$ cat config.mk
export PLATFORM = sky130hd
export DESIGN_NAME = uart_rx_oversampler_flat
export DESIGN_NICKNAME = d
export VERILOG_FILES = /design/src/rtl/uart_rx_pkg.sv /design/src/rtl/uart_rx_oversampler_if.sv /design/src/rtl/uart_majority_vote.sv /design/src/rtl/uart_rx_oversampler.sv /design/src/flat_wrapper.sv
export SDC_FILE = /design/constraint.sdc
export NUM_CORES = 1
export LEC_CHECK = 0
export CORE_MARGIN = 1.5
export CORE_UTILIZATION = 55
export DETAILED_ROUTE_END_ITERATION = 7
export DONT_BUFFER_PORTS = 1
export PLACE_DENSITY = 0.72
export REMOVE_ABC_BUFFERS = 1
export SLEW_MARGIN = 25
export SYNTH_ARGS = -nofsm -noshare
export SYNTH_HDL_FRONTEND = slang
export SYNTH_SLANG_ARGS = --single-unit
$ cat constraint.sdc
create_clock -name CLK -period 2.8 [get_ports CLK]
set_input_delay 0.14 -clock CLK [delete_from_list [all_inputs] [get_ports CLK]]
set_output_delay 0.14 -clock CLK [all_outputs]
set_load 0.01 [all_outputs]
$ cat src/rtl/uart_rx_pkg.sv
// Shared constants for the UART receive path: Prescale limits, synchroniser depth, vote sizes.
// Latency: none (declarations only).
// Backpressure: not applicable.
package uart_rx_pkg;

  // Smallest oversampling ratio the receive path is designed for
  localparam int PRESCALE_MIN = 8;

  // Number of flops between the asynchronous RX pin and the sampling logic
  localparam int SYNC_DEPTH = 2;

  // Supported sample-window sizes for the majority vote
  localparam int NUM_SAMPLES_MIN = 3;
  localparam int NUM_SAMPLES_MAX = 5;

  // True when n is a supported vote size (odd, 3 or 5)
  function automatic bit num_samples_legal(input int n);
    return (n == 3) || (n == 5);
  endfunction

  // True when p is a usable oversampling ratio for a counter of width w
  function automatic bit prescale_legal(input int p, input int w);
    return (p >= PRESCALE_MIN) && ((p % 2) == 0) && (p <= (2 ** w) - 2);
  endfunction

endpackage

$ cat src/rtl/uart_rx_oversampler_if.sv
// Bundle between the RX pin / RX control FSM and the oversampling bit sampler.
// Latency: none (wires only).
// Backpressure: none; strobes are single-cycle and must be consumed when seen.
interface uart_rx_oversampler_if #(
  parameter int PRESCALE_W = 6
);

  logic                  RX_IN;
  logic [PRESCALE_W-1:0] Prescale;
  logic                  enable;
  logic [PRESCALE_W-1:0] edge_count;
  logic                  bit_done;
  logic                  sampled_bit;
  logic                  sample_valid;
  logic                  noise_flag;

  // Controller side: owns the pin, the ratio and the bit-period enable
  modport master (
    output RX_IN, Prescale, enable,
    input  edge_count, bit_done, sampled_bit, sample_valid, noise_flag
  );

  // Sampler side
  modport slave (
    input  RX_IN, Prescale, enable,
    output edge_count, bit_done, sampled_bit, sample_valid, noise_flag
  );

endinterface

$ cat src/rtl/uart_majority_vote.sv
// Majority vote and unanimity check over a small odd-sized set of line samples.
// Latency: purely combinational.
// Backpressure: none.
module uart_majority_vote
  import uart_rx_pkg::*;
#(
  parameter int NUM_SAMPLES = NUM_SAMPLES_MIN
) (
  input  logic [NUM_SAMPLES-1:0] samples,
  output logic                   majority,
  output logic                   not_unanimous
);

  localparam int CW = $clog2(NUM_SAMPLES + 1);

  logic [CW-1:0] ones;

  // Population count of the sample window
  always_comb begin
    ones = '0;
    for (int i = 0; i < NUM_SAMPLES; i++) begin
      ones = ones + CW'(samples[i]);
    end
  end

  // More than half the samples high wins; any disagreement flags noise
  assign majority      = (ones > CW'(NUM_SAMPLES / 2));
  assign not_unanimous = (|samples) && !(&samples);

endmodule

$ cat src/rtl/uart_rx_oversampler.sv
// Oversampling bit sampler: synchronises RX_IN, counts oversamples per bit, votes a window centred on mid-bit.
// Latency: 2 cycles pin-to-sample; sampled_bit/sample_valid appear 1 cycle after the last sample edge.
// Backpressure: none; sample_valid and bit_done are single-cycle strobes, enable low aborts the bit.
module uart_rx_oversampler
  import uart_rx_pkg::*;
#(
  parameter int PRESCALE_W  = 6,
  parameter int NUM_SAMPLES = 3
) (
  input logic                  CLK,
  input logic                  RST,
  uart_rx_oversampler_if.slave bus
);

  localparam int HALF = (NUM_SAMPLES - 1) / 2;

  typedef logic [PRESCALE_W-1:0] cnt_t;

  logic [SYNC_DEPTH-1:0]  sync_q;
  logic                   rx_sync;
  logic                   en_q;
  logic                   first_cycle;
  cnt_t                   prescale_q;
  cnt_t                   p_eff;
  cnt_t                   p_last;
  cnt_t                   mid;
  cnt_t                   first_pos;
  cnt_t                   last_pos;
  cnt_t                   cnt_q;
  logic [NUM_SAMPLES-1:0] slots_q;
  logic [NUM_SAMPLES-1:0] vote_in;
  logic                   vote_now;
  logic                   vote_maj;
  logic                   vote_noisy;
  logic                   sampled_bit_q;
  logic                   sample_valid_q;
  logic                   noise_flag_q;

  // Two-flop synchroniser; idle line level is 1 so flops reset high
  always_ff @(posedge CLK or negedge RST) begin
    if (!RST) begin
      sync_q <= '1;
    end else begin
      sync_q <= {sync_q[SYNC_DEPTH-2:0], bus.RX_IN};
    end
  end

  assign rx_sync = sync_q[SYNC_DEPTH-1];

  // Track enable history and latch Prescale on the first enable-high cycle only
  always_ff @(posedge CLK or negedge RST) begin
    if (!RST) begin
      en_q       <= 1'b0;
      prescale_q <= '0;
    end else begin
      en_q <= bus.enable;
      if (first_cycle) begin
        prescale_q <= bus.Prescale;
      end
    end
  end

  // On the very first cycle the latch is not loaded yet, so use the live input
  assign first_cycle = bus.enable && !en_q;
  assign p_eff       = first_cycle ? bus.Prescale : prescale_q;
  assign p_last      = p_eff - cnt_t'(1);
  assign mid         = (p_eff >> 1) - cnt_t'(1);
  assign first_pos   = mid - cnt_t'(HALF);
  assign last_pos    = mid + cnt_t'(HALF);

  // Free-running oversample counter; >= keeps odd/tiny ratios from ever running away
  always_ff @(posedge CLK or negedge RST) begin
    if (!RST) begin
      cnt_q <= '0;
    end else if (!bus.enable) begin
      cnt_q <= '0;
    end else if (cnt_q >= p_last) begin
      cnt_q <= '0;
    end else begin
      cnt_q <= cnt_q + cnt_t'(1);
    end
  end

  // Capture the synchronised line into the slot matching the current sample position
  always_ff @(posedge CLK or negedge RST) begin
    if (!RST) begin
      slots_q <= '1;
    end else if (!bus.enable) begin
      slots_q <= '1;
    end else begin
      for (int k = 0; k < NUM_SAMPLES; k++) begin
        if (cnt_q == first_pos + cnt_t'(k)) begin
          slots_q[k] <= rx_sync;
        end
      end
    end
  end

  // The last slot is still being written on the vote edge, so vote on the live sample instead
  always_comb begin
    vote_in                = slots_q;
    vote_in[NUM_SAMPLES-1] = rx_sync;
  end

  assign vote_now = bus.enable && (cnt_q == last_pos);

  uart_majority_vote #(
    .NUM_SAMPLES(NUM_SAMPLES)
  ) u_vote (
    .samples      (vote_in),
    .majority     (vote_maj),
    .not_unanimous(vote_noisy)
  );

  // Register the vote so result, noise flag and strobe all appear together at last+1
  always_ff @(posedge CLK or negedge RST) begin
    if (!RST) begin
      sampled_bit_q  <= 1'b1;
      sample_valid_q <= 1'b0;
      noise_flag_q   <= 1'b0;
    end else begin
      sample_valid_q <= vote_now;
      if (vote_now) begin
        sampled_bit_q <= vote_maj;
        noise_flag_q  <= vote_noisy;
      end
    end
  end

  assign bus.edge_count   = cnt_q;
  assign bus.bit_done     = bus.enable && (cnt_q == p_last);
  assign bus.sampled_bit  = sampled_bit_q;
  assign bus.sample_valid = sample_valid_q;
  assign bus.noise_flag   = noise_flag_q;

endmodule

$ cat src/flat_wrapper.sv
// flat-port wrapper written by rule: the top's interface ports become plain ports
module uart_rx_oversampler_flat import uart_rx_pkg::*;
#(
  parameter int PRESCALE_W  = 6,
  parameter int NUM_SAMPLES = 3
)
  (CLK, RST, bus_RX_IN, bus_Prescale, bus_enable, bus_edge_count, bus_bit_done, bus_sampled_bit, bus_sample_valid, bus_noise_flag);
  uart_rx_oversampler_if #(.PRESCALE_W(PRESCALE_W)) bus_i ();
  input logic CLK;
  input logic RST;
  input wire logic [$bits(bus_i.RX_IN)-1:0] bus_RX_IN;
  input wire logic [$bits(bus_i.Prescale)-1:0] bus_Prescale;
  input wire logic [$bits(bus_i.enable)-1:0] bus_enable;
  output wire logic [$bits(bus_i.edge_count)-1:0] bus_edge_count;
  output wire logic [$bits(bus_i.bit_done)-1:0] bus_bit_done;
  output wire logic [$bits(bus_i.sampled_bit)-1:0] bus_sampled_bit;
  output wire logic [$bits(bus_i.sample_valid)-1:0] bus_sample_valid;
  output wire logic [$bits(bus_i.noise_flag)-1:0] bus_noise_flag;
  assign bus_i.RX_IN = bus_RX_IN;
  assign bus_i.Prescale = bus_Prescale;
  assign bus_i.enable = bus_enable;
  assign bus_edge_count = bus_i.edge_count;
  assign bus_bit_done = bus_i.bit_done;
  assign bus_sampled_bit = bus_i.sampled_bit;
  assign bus_sample_valid = bus_i.sample_valid;
  assign bus_noise_flag = bus_i.noise_flag;
  uart_rx_oversampler #(.PRESCALE_W(PRESCALE_W), .NUM_SAMPLES(NUM_SAMPLES)) u_core (.CLK(CLK), .RST(RST), .bus(bus_i));
endmodule
==> flow_metrics.py <==
metrics = {
    "synth": {
        "ys.warnings.count": 0,
        "synth_cell_types": 44,
        "synth_seq_area_share": 0.302,
        "synth-edff-count": 0,
        "asyncSetResetFlopFracSynth": 1.00,
        "ys_ff_latch": 20,
        "post_synth.cell_area_avg_um2": 9.52,
        "synthesized_netlist_cell_count": 176,
        "flip_flop_cell_with_the_highest_count_after_synthesis": "dfrtp_1",
        "syn_area_um2": 1680,
    },
    "power_and_ir_drop": {
        "power_per_cell_area_nw_per_um2": 553,
        "power.switching_mw": 0.452,
        "relative_contribution_of_the_clock_network_to_total_power": 0.128,
        "seq_power_share": 0.352,
        "share_comb_of_total_power": 0.520,
        "p_leak_nw": 0.846,
        "power_switching_share": 0.405,
        "ir_drop_mv": 0.405,
        "power.total_mw": 1.11,
        "p_int_mw": 0.663,
    },
    "layout": {
        "drive_above_1_share": 0.287,
        "instances_no_fill": 226,
        "synthToLayoutAreaGrowth_pct": 20.4,
        "layout_cell_area_excl_fill_um2": 2020,
        "n_fill_cell": 192,
        "finish.net_count": 219,
        "antennaDiodeCount": 0,
    },
    "global_route": {
        "initial_antenna_violation_count": 0,
        "grt_pass1_wl_mm": 6.18,
        "grt_max_degree": 21,
        "fraction_of_met2_tracks_used_by_global_routing": 0.383,
        "use_met1": 0.328,
        "total_routing_resource_utilization_after_global_routing": 0.240,
        "grt_overflow_total": 0,
        "grt_pass1_vias": 1369,
        "top_usage_layer": "met2",
        "grt.met3_usage": 0.0424,
    },
    "drt": {
        "detail_route.iter0.violations": 37,
        "firstDrtPassIters": 4,
        "drc": 0,
        "post_drt_wl_per_cell_um": 16.2,
        "wl_mm": 3.67,
        "viasPerCell": 5.89,
        "drtAntennaViolNets": 0,
        "total_via_count_after_detailed_routing": 1331,
    },
    "cts": {
        "clkSinkCount": 20,
        "cts_buffer_depth": 2,
        "cts_buffers": 3,
        "clk_transition_reported_paths_ps": 110,
        "tritoncts_clock_tree": "built",
        "cts_root_buffer": "clkbuf_4",
        "clk_latency_ps": 310,
        "cts_max_level": 1,
    },
    "setup_path": {
        "setup.worst_path.end_class": "register",
        "worst-path-max-fanout": 4,
        "timing_worst_setup_path_type": "register to register",
        "start_kind": "register",
        "worst_r2r_path_depth": 10,
        "cp.arrival_ps": 2940,
        "timing.critical_path.required_ps": 3030,
    },
    "die": {
        "die-area_um2": 3390,
        "io_pins": 20,
        "floorplan.die.height_um": 58.2,
        "standard_cell_core_area_um2": 2830,
        "fp.dieW_um": 58.2,
        "initial_standard_cell_utilization_of_the_core": 0.592,
        "std_cell_rows": 19,
    },
    "sta": {
        "fin_crit_ps": 2720,
        "setup-violations-final": 0,
        "finClkSkew_ps": 9.35,
        "worst_slew_pin_slew_ps": 433,
        "final_hold_violations": 0,
        "unrepaired_setup_endpoints_after_global_routing": "true",
        "final.period_utilization": 0.970,
        "holdWs_ps": 19.2,
        "layout_setup_ws_ps": 84.6,
        "max-slew-margin-rel": 0.711,
        "clock.fmax_mhz": 368,
        "timing.final.max_slew_violations": 0,
    },
    "placement": {
        "number_of_cells_in_the_design_after_placement": 214,
        "place_area_um2": 1770,
        "buffer_ports.inserted": 0,
        "place_worst_setup_slack_ps": -69.1,
        "gp_routability_congestion": 0.848,
        "post-dp-hpwl_mm": 2.73,
    },
    "min_path": {
        "hold_class": "primary input to register",
        "min_path_cells": 2,
    },
    "status": {
        "run_status": "complete, no violations",
    },
    "flow_run": {
        "cap_violations": 0,
    },
}
-- synth_stat cells, drive strengths merged, types with 2 or more instances --
| cell | n | area [um^2] |
|---|---|---|
| xnor2 | 21 | 184 |
| nand3 | 6 | 30.0 |
| buf | 3 | 23.8 |
| or4b | 2 | 23.8 |
| ha | 13 | 163 |
| nand2b | 2 | 12.5 |
| nor2 | 14 | 52.6 |
| and3 | 2 | 12.5 |
| mux2i | 9 | 140 |
| a31o | 2 | 17.5 |
| o31ai | 2 | 28.8 |
| nand3b | 2 | 15.0 |
| dfstp | 5 | 131 |
| nor3 | 6 | 35.0 |
| inv | 13 | 48.8 |
| o2111ai | 2 | 17.5 |
| a21oi | 6 | 30.0 |
| dfrtp | 15 | 375 |
| nor2b | 3 | 18.8 |
| nand4 | 3 | 18.8 |
| and2 | 3 | 21.3 |
| nand2 | 18 | 67.6 |
| xor2 | 10 | 87.6 |
-- sequential cells by signal, summed over array words and instances (netlist names) --
name and flops:
u_core.prescale_q 6, u_core.en_q 1, u_core.bus.edge_count 6, u_core.bus.noise_flag 1, u_core.slots_q 2, u_core.sync_q 2, u_core.bus.sample_valid 1, u_core.bus.sampled_bit 1
-- layout by cell type, fill, tap and decap left out, types with 2 or more instances in the layout --
cell type,netlist,final
a21oi_1,6,4
inv_1,13,12
a31o_2,2,2
dlygate4sd3_1,0,5
and2_4,1,2
clkbuf_4,0,3
buf_4,1,10
mux2i_1,5,3
nor2b_1,3,3
dfrtp_1,15,15
a21oi_2,0,2
nand4_1,3,3
xor2_1,10,7
nand3_1,6,6
dfstp_2,5,5
ha_1,13,11
mux2i_4,4,5
xor2_2,0,3
nor3_1,5,5
xnor2_1,21,19
nand2_1,18,18
nor2_1,14,13
and3_1,2,2
nand3b_1,2,2
xnor2_2,0,2
buf_6,1,2
-- critical path, cell delays in order (launching register included) --
cell and delay, ps:
dfrtp_1 400, buf_4 140, or4b_4 490, o31ai_4 100, and2_4 230, or3b_1 360, a21oi_2 170, o311ai_2 140
o2111a_1 280, and4_4 180, nand3b_1 150
-- repair_timing --
item	CTS	global route
hold endpoints to repair	26	15
hold buffers	5	1
setup endpoints to repair	8	10
gates resized for setup	4	24
cloned	0	0
pin swaps	0	10
setup buffers	0	2
-- final timing paths --
check / startpoint / slack [ps] / end
max in group asynchronous: RST / 2160 / u_core.sync_q[0]
worst min-delay path: bus_enable / 20 / u_core.bus.edge_count[5]
worst min register to register: u_core.sync_q[0] / 360 / u_core.sync_q[1]
worst max register to register: u_core.en_q / 80 / u_core.slots_q[1]
worst max-delay path: u_core.en_q / 80 / u_core.slots_q[1]
min in group asynchronous: RST / 310 / u_core.bus.edge_count[3]
-- routing by layer --
metal / wire length (um) / part of all wire
met5: 0 / 0
met4: 79 / 0.022
met2: 1700 / 0.46
met1: 1730 / 0.47
met3: 160 / 0.044
-- final cells by class --
type | count | area, um^2 | area share
multi-input cells | 139 | 1220 | 0.607
flip-flops and latches | 20 | 507 | 0.251
repair buffers | 19 | 173 | 0.0856
inverters | 13 | 48.8 | 0.0242
well taps | 31 | 38.8 | 0.0192
clock buffers | 4 | 26.3 | 0.0130
-- power groups by stage --
stage | Clock, mW | Sequential, mW | Combinational, mW
finish | 0.143 | 0.392 | 0.579
floorplan | 0 | 0.385 | 0.375
detailed placement | 0 | 0.396 | 0.486
CTS | 0.147 | 0.391 | 0.506
global route | 0.158 | 0.399 | 0.638
global placement | 0 | 0.396 | 0.463
-- stage by stage --
step,util,setup TNS (ps)
after floorplan,-,-2500
after global placement,0.625,0
after detailed placement,0.625,-93.7
after CTS,0.656,0
after global routing,0.713,-46.8
final,0.713,0
-- cell families (layout without fill, tap and decap cells) --
kind of cell | after synthesis | in the layout | synth area share
AO/OA/AOI/OAI | 17 | 17 | 0.0799
AND/OR/NAND/NOR | 68 | 68 | 0.223
buffers and inverters | 17 | 36 | 0.0456
multiplexers | 10 | 10 | 0.0904
adder cells (fa/ha/maj) | 13 | 13 | 0.0971
XOR/XNOR | 31 | 31 | 0.162
flip-flops | 20 | 20 | 0.302
(Power assumes the default switching activity.)
